==> config.mk <==
export PLATFORM = sky130hd
export DESIGN_NAME = imem_loader
export DESIGN_NICKNAME = d
export VERILOG_FILES = /design/src/rtl/imem_loader.sv
export SDC_FILE = /design/constraint.sdc
export NUM_CORES = 1
export LEC_CHECK = 0
export CAP_MARGIN = 10
export CORE_MARGIN = 1
export CORE_UTILIZATION = 35
export DETAILED_ROUTE_END_ITERATION = 6
export REMOVE_ABC_BUFFERS = 1
export SYNTH_ARGS = -nofsm -noshare
export SYNTH_HDL_FRONTEND = slang
export SYNTH_SLANG_ARGS = --single-unit
==> constraint.sdc <==
create_clock -name Clock -period 4.7 [get_ports Clock]
set_clock_uncertainty 0.2 [all_clocks]
set_input_delay 0.47 -clock Clock [delete_from_list [all_inputs] [get_ports Clock]]
set_output_delay 0.47 -clock Clock [all_outputs]
set_load 0.03 [all_outputs]
==> src/rtl/imem_loader.sv <==
// imem_loader: boot-time instruction memory writer.
// Receives a byte stream over a valid/ready handshake. The stream is a 2-byte
// word count N (high byte first) followed by 4*N data bytes. Data bytes are
// assembled big-endian into 32-bit words, and each word is written to
// consecutive word addresses starting at BASE_ADDR. The processor is held in
// reset until the whole program has been written.

module imem_loader #(
  parameter int unsigned ADDR_WIDTH = 8,
  parameter logic [31:0] BASE_ADDR  = 32'h0000_0000
) (
  input  logic        Clock,
  input  logic        Reset,
  input  logic        Start,
  input  logic [7:0]  ByteIn,
  input  logic        ByteValid,
  output logic        ByteReady,
  output logic        IMWriteEn,
  output logic [31:0] IMWriteAddr,
  output logic [31:0] IMWriteData,
  output logic        CPUReset,
  output logic        Done,
  output logic        Error,
  output logic [15:0] WordsLoaded
);

  // The word index must reach 2^ADDR_WIDTH, so it needs one extra bit.
  localparam int unsigned IW = ADDR_WIDTH + 1;
  // Memory capacity in words, widened so that 2^16 is representable.
  localparam logic [16:0] CAP_WORDS = 17'(64'd1 << ADDR_WIDTH);

  typedef enum logic [2:0] {
    S_HDR_HI = 3'd0,
    S_HDR_LO = 3'd1,
    S_DATA   = 3'd2,
    S_WRITE  = 3'd3,
    S_DONE   = 3'd4,
    S_ERR    = 3'd5
  } state_e;

  state_e        state_q, state_d;
  logic          post_rst_q;
  logic [15:0]   count_q, count_d;
  logic [IW-1:0] index_q, index_d;
  logic [1:0]    bidx_q, bidx_d;
  logic [23:0]   sr_q, sr_d;
  logic [31:0]   addr_q, addr_d;
  logic [31:0]   data_q, data_d;
  logic [15:0]   words_q, words_d;

  logic          in_rst_s;
  logic          accept_s;
  logic [16:0]   hdr_n_s;
  logic [IW-1:0] idx_inc_s;

  // Outputs are held quiet while Reset is high and in the cycle right after.
  assign in_rst_s  = Reset | post_rst_q;
  assign accept_s  = ByteValid & ByteReady;
  // Full word count as it will be once the low header byte is taken.
  assign hdr_n_s   = {1'b0, count_q[15:8], ByteIn};
  assign idx_inc_s = index_q + IW'(1);

  // Remember whether the previous edge sampled Reset.
  always_ff @(posedge Clock) begin
    post_rst_q <= Reset;
  end

  // State register with synchronous reset into the header phase.
  always_ff @(posedge Clock) begin
    if (Reset) begin
      state_q <= S_HDR_HI;
    end else begin
      state_q <= state_d;
    end
  end

  // Next-state logic for the load sequence.
  always_comb begin
    state_d = state_q;
    case (state_q)
      S_HDR_HI: begin
        if (accept_s) begin
          state_d = S_HDR_LO;
        end else begin
          state_d = S_HDR_HI;
        end
      end
      S_HDR_LO: begin
        if (accept_s) begin
          if (hdr_n_s == 17'd0) begin
            state_d = S_DONE;
          end else if (hdr_n_s > CAP_WORDS) begin
            state_d = S_ERR;
          end else begin
            state_d = S_DATA;
          end
        end else begin
          state_d = S_HDR_LO;
        end
      end
      S_DATA: begin
        if (accept_s && (bidx_q == 2'd3)) begin
          state_d = S_WRITE;
        end else begin
          state_d = S_DATA;
        end
      end
      S_WRITE: begin
        if (17'(idx_inc_s) == {1'b0, count_q}) begin
          state_d = S_DONE;
        end else begin
          state_d = S_DATA;
        end
      end
      S_DONE: begin
        if (Start) begin
          state_d = S_HDR_HI;
        end else begin
          state_d = S_DONE;
        end
      end
      S_ERR: begin
        state_d = S_ERR;
      end
      default: begin
        // An illegal encoding parks the loader with the CPU held in reset.
        state_d = S_ERR;
      end
    endcase
  end

  // Output decode from the current state, forced quiet around reset.
  always_comb begin
    ByteReady = 1'b0;
    IMWriteEn = 1'b0;
    Done      = 1'b0;
    Error     = 1'b0;
    CPUReset  = 1'b1;
    if (in_rst_s) begin
      ByteReady = 1'b0;
    end else begin
      case (state_q)
        S_HDR_HI: ByteReady = 1'b1;
        S_HDR_LO: ByteReady = 1'b1;
        S_DATA:   ByteReady = 1'b1;
        S_WRITE:  IMWriteEn = 1'b1;
        S_DONE: begin
          CPUReset = 1'b0;
          Done     = 1'b1;
        end
        S_ERR:    Error = 1'b1;
        default:  Error = 1'b1;
      endcase
    end
  end

  // Datapath next values: header count, word assembly, write address/data.
  always_comb begin
    count_d = count_q;
    index_d = index_q;
    bidx_d  = bidx_q;
    sr_d    = sr_q;
    addr_d  = addr_q;
    data_d  = data_q;
    words_d = words_q;
    case (state_q)
      S_HDR_HI: begin
        if (accept_s) begin
          count_d = {ByteIn, count_q[7:0]};
        end else begin
          count_d = count_q;
        end
      end
      S_HDR_LO: begin
        if (accept_s) begin
          count_d = {count_q[15:8], ByteIn};
          index_d = {IW{1'b0}};
          bidx_d  = 2'd0;
        end else begin
          count_d = count_q;
        end
      end
      S_DATA: begin
        if (accept_s) begin
          sr_d   = {sr_q[15:0], ByteIn};
          bidx_d = bidx_q + 2'd1;
          if (bidx_q == 2'd3) begin
            // Latch the finished word and its address so they are stable
            // for the whole write cycle and hold afterwards.
            data_d = {sr_q, ByteIn};
            addr_d = BASE_ADDR + (32'(index_q) << 2'd2);
          end else begin
            data_d = data_q;
          end
        end else begin
          sr_d = sr_q;
        end
      end
      S_WRITE: begin
        index_d = idx_inc_s;
        words_d = words_q + 16'd1;
      end
      S_DONE: begin
        if (Start) begin
          index_d = {IW{1'b0}};
          words_d = 16'd0;
        end else begin
          words_d = words_q;
        end
      end
      S_ERR: begin
        words_d = words_q;
      end
      default: begin
        words_d = words_q;
      end
    endcase
  end

  // Datapath registers; reset aborts a load but leaves memory untouched.
  always_ff @(posedge Clock) begin
    if (Reset) begin
      count_q <= 16'd0;
      index_q <= {IW{1'b0}};
      bidx_q  <= 2'd0;
      sr_q    <= 24'd0;
      addr_q  <= 32'd0;
      data_q  <= 32'd0;
      words_q <= 16'd0;
    end else begin
      count_q <= count_d;
      index_q <= index_d;
      bidx_q  <= bidx_d;
      sr_q    <= sr_d;
      addr_q  <= addr_d;
      data_q  <= data_d;
      words_q <= words_d;
    end
  end

  assign IMWriteAddr = addr_q;
  assign IMWriteData = data_q;
  assign WordsLoaded = words_q;

endmodule

==> metrics.txt <==
leakage power 0.00201 uW; IO Pins 97; Cells after Synth 600; deepest clock path buffer count 2; DP HPWL 7.47 mm; startpoint types flip-flop; Finished Cell Area 5870 um2; Fin. Hold Viols 0; # DRC 0; routed vias/inst 4.98; Post-synth EDFFs 0; Power Internal 1400 uW; Max Slew Vio Count 0; post_cts resized 0; Initial DRC Count 294; commonest non-fill, non-tap cells in the layout 156 x nand2_1, 112 x dfxtp_1, 89 x a21oi_1, 72 x clkdlybuf4s50_1, 34 x nor2_1; Yosys cell types 53; Worst path slowest cell clkdlybuf4s50_1; Root Driver clkbuf_16; crit path max fanout 12; hold_buf cts 0; CP peak stage delay 0.72 ns; status finished clean; Psw 442 uW; Yosys top cell area share 46.3%; final antenna-violating net count 0; CTS tree built; Tmin final 2.99 ns; die area 14,300 um2; RSZ-0062 raised after global routing false; drt total wl 11.0 mm; area of the multi-input gates 2320 um2; most common cell after layout, fill and taps aside nand2_1; Worst Hold Class in -> reg; clock latency on the worst-skew pair 0.35 ns; initial antenna violation count 0; worst path bufs/invs 1; Synth Cell Area 4850 um2; first-pass GRT wire length 18.4 mm; WP data arrival 2.32 ns; largest net degree at the start of global routing 88; Logic pwr share 5.2%; Max VDD drop 0.169 mV; Reg clk slew, reported paths 0.08 ns; Syn Area/Cell 8.08 um2; setup TNS 0 ns; Tot GR Track Use 16.0%; PwrDens 313 nW/um2; crit-path cells nand3b_1 -> nor3_1 -> clkdlybuf4s50_1; fmax 334 MHz; GPL Wtd Cong 0.838; die width 120 um; hold slack 0.250 ns; Sink Count 112; die height 120 um; Core Box Area 13,300 um2; postcts setup bufs 0; sw frac 24.0%; WL/cell 13.3 um; Layout fillers 1,361; vias in the first global route 3,737; total grt overflow 0; first-pass iteration count of the detailed router 5; via count 4,140; IO buf count 73; yosys warns 0; Post-synth top flop dfxtp_1; ANT cells 0; final period utilization 63.7%; # rows 42; largest area contributor in the netlist dfxtp_1; endpoints failing setup 0; Worst path top cell family by delay buffers and inverters; #FFs+latches synth 112; Initial Util 36.3%; Flop pwr share 52.2%; top cells by area, synth dfxtp_1 46%, nand2_1 12%, a21oi_1 9.2%, buf_4 3.7%, nor2_1 2.6%; Final nets 665; Worst Max-Slew Pin Slew 1.04 ns; Worst slew margin 30.2%; fraction of registers with async set/reset 0%; layout cells sized above 1 5.04%; Setup Crit Path Kind reg -> out; CP Capture Type output pin; area grow syn2layout 21.1%; cts bufs inserted 9; clock share of power 42.6%; Sequential cell area 2240 um2; Max Cap Viol 0; sequential-to-total area share from yosys stat 46.3%; Critical Path RT 4.03 ns; # H-tree levels 3; placed inst area 5570 um2
worst register-to-register path: stages, from the launching register on:
cell	delay (ns)
dfxtp_1	0.57
nor3b_2	0.32
and3_1	0.18
buf_4	0.29
nand2_1	0.34
buf_4	0.36
nand2_1	0.13
a21oi_1	0.07
power by group through the flow:
stage | sequential (uW) | clock (uW) | combinational, uW
4_1_cts | 960 | 801 | 94.8
6_report | 960 | 782 | 95.5
3_3_place_gp | 982 | 0 | 93.7
3_5_place_dp | 982 | 0 | 94.5
5_1_grt | 961 | 841 | 104
2_1_floorplan | 981 | 0 | 55.5
cells in the mapped netlist, types with 5 or more instances:
| master | instances |
|---|---|
| nor2_1 | 34 |
| buf_4 | 24 |
| nand4_1 | 6 |
| o21ai_0 | 14 |
| dfxtp_1 | 112 |
| and3_1 | 5 |
| buf_2 | 13 |
| or3_1 | 6 |
| xnor2_1 | 14 |
| mux2i_1 | 9 |
| inv_1 | 7 |
| nor3_1 | 10 |
| a311oi_1 | 5 |
| clkbuf_1 | 19 |
| nand2_1 | 156 |
| xor2_1 | 7 |
| nand3_1 | 22 |
| a21oi_1 | 89 |
layout make-up:
class	count	share of cell area (%)
clock buffer	9	3.84
clock inverter	7	1.36
inverter	7	0.448
multi-input combinational	443	39.5
sequential	112	38.2
tap	176	3.75
timing repair buffer	77	12.9
registers in the layout, summed over array words and instances (netlist names):
name,flops
sr_q,24
index_q,9
post_rst_q,1
state_q,3
WordsLoaded,16
IMWriteData,32
count_q,16
IMWriteAddr,9
bidx_q,2
path summary, 6_finish.rpt:
kind                   from               to  slack, ns  depth (start not counted)
max              state_q[1]        IMWriteEn       1.71                          3
min                   Reset       post_rst_q       0.25                          1
max reg2reg      state_q[1]  IMWriteData[27]       2.09                          7
min reg2reg  IMWriteData[1]   IMWriteData[1]       0.25                          2
through the flow:
stage / setup WS (ns) / total power (uW) / instances / util [%]
after floorplan: 2.01 / 1040 / 562 / -
after global placement: 1.99 / 1080 / 815 / 41.7
after detailed placement: 1.93 / 1080 / 815 / 41.7
after CTS: 1.70 / 1860 / 831 / 44.0
after global routing: 1.52 / 1910 / 831 / 44.0
final: 1.71 / 1840 / 831 / 44.0
routing by layer:
layer / part of all wire (%) / up-vias / global-route usage, %
met1: 49 / 1920 / 21.7
met3: 4.8 / 8 / 3.75
met5: 0 / - / 0
met2: 45 / 114 / 24.7
li1: - / 2098 / -
met4: 0.91 / 0 / 5.31
logic make-up (layout without fill, tap and decap cells):
family	after synthesis	count (layout)	share of synthesized area [%]
mux	11	11	2.32
compound gates	128	128	15.9
other cells	1	23	0.0774
flops	112	112	46.3
simple gates	257	257	23.3
fa+ha+maj	3	3	0.775
buf+inv	67	100	7.54
xor+xnor	21	21	3.80
(Power assumes the default switching activity.)
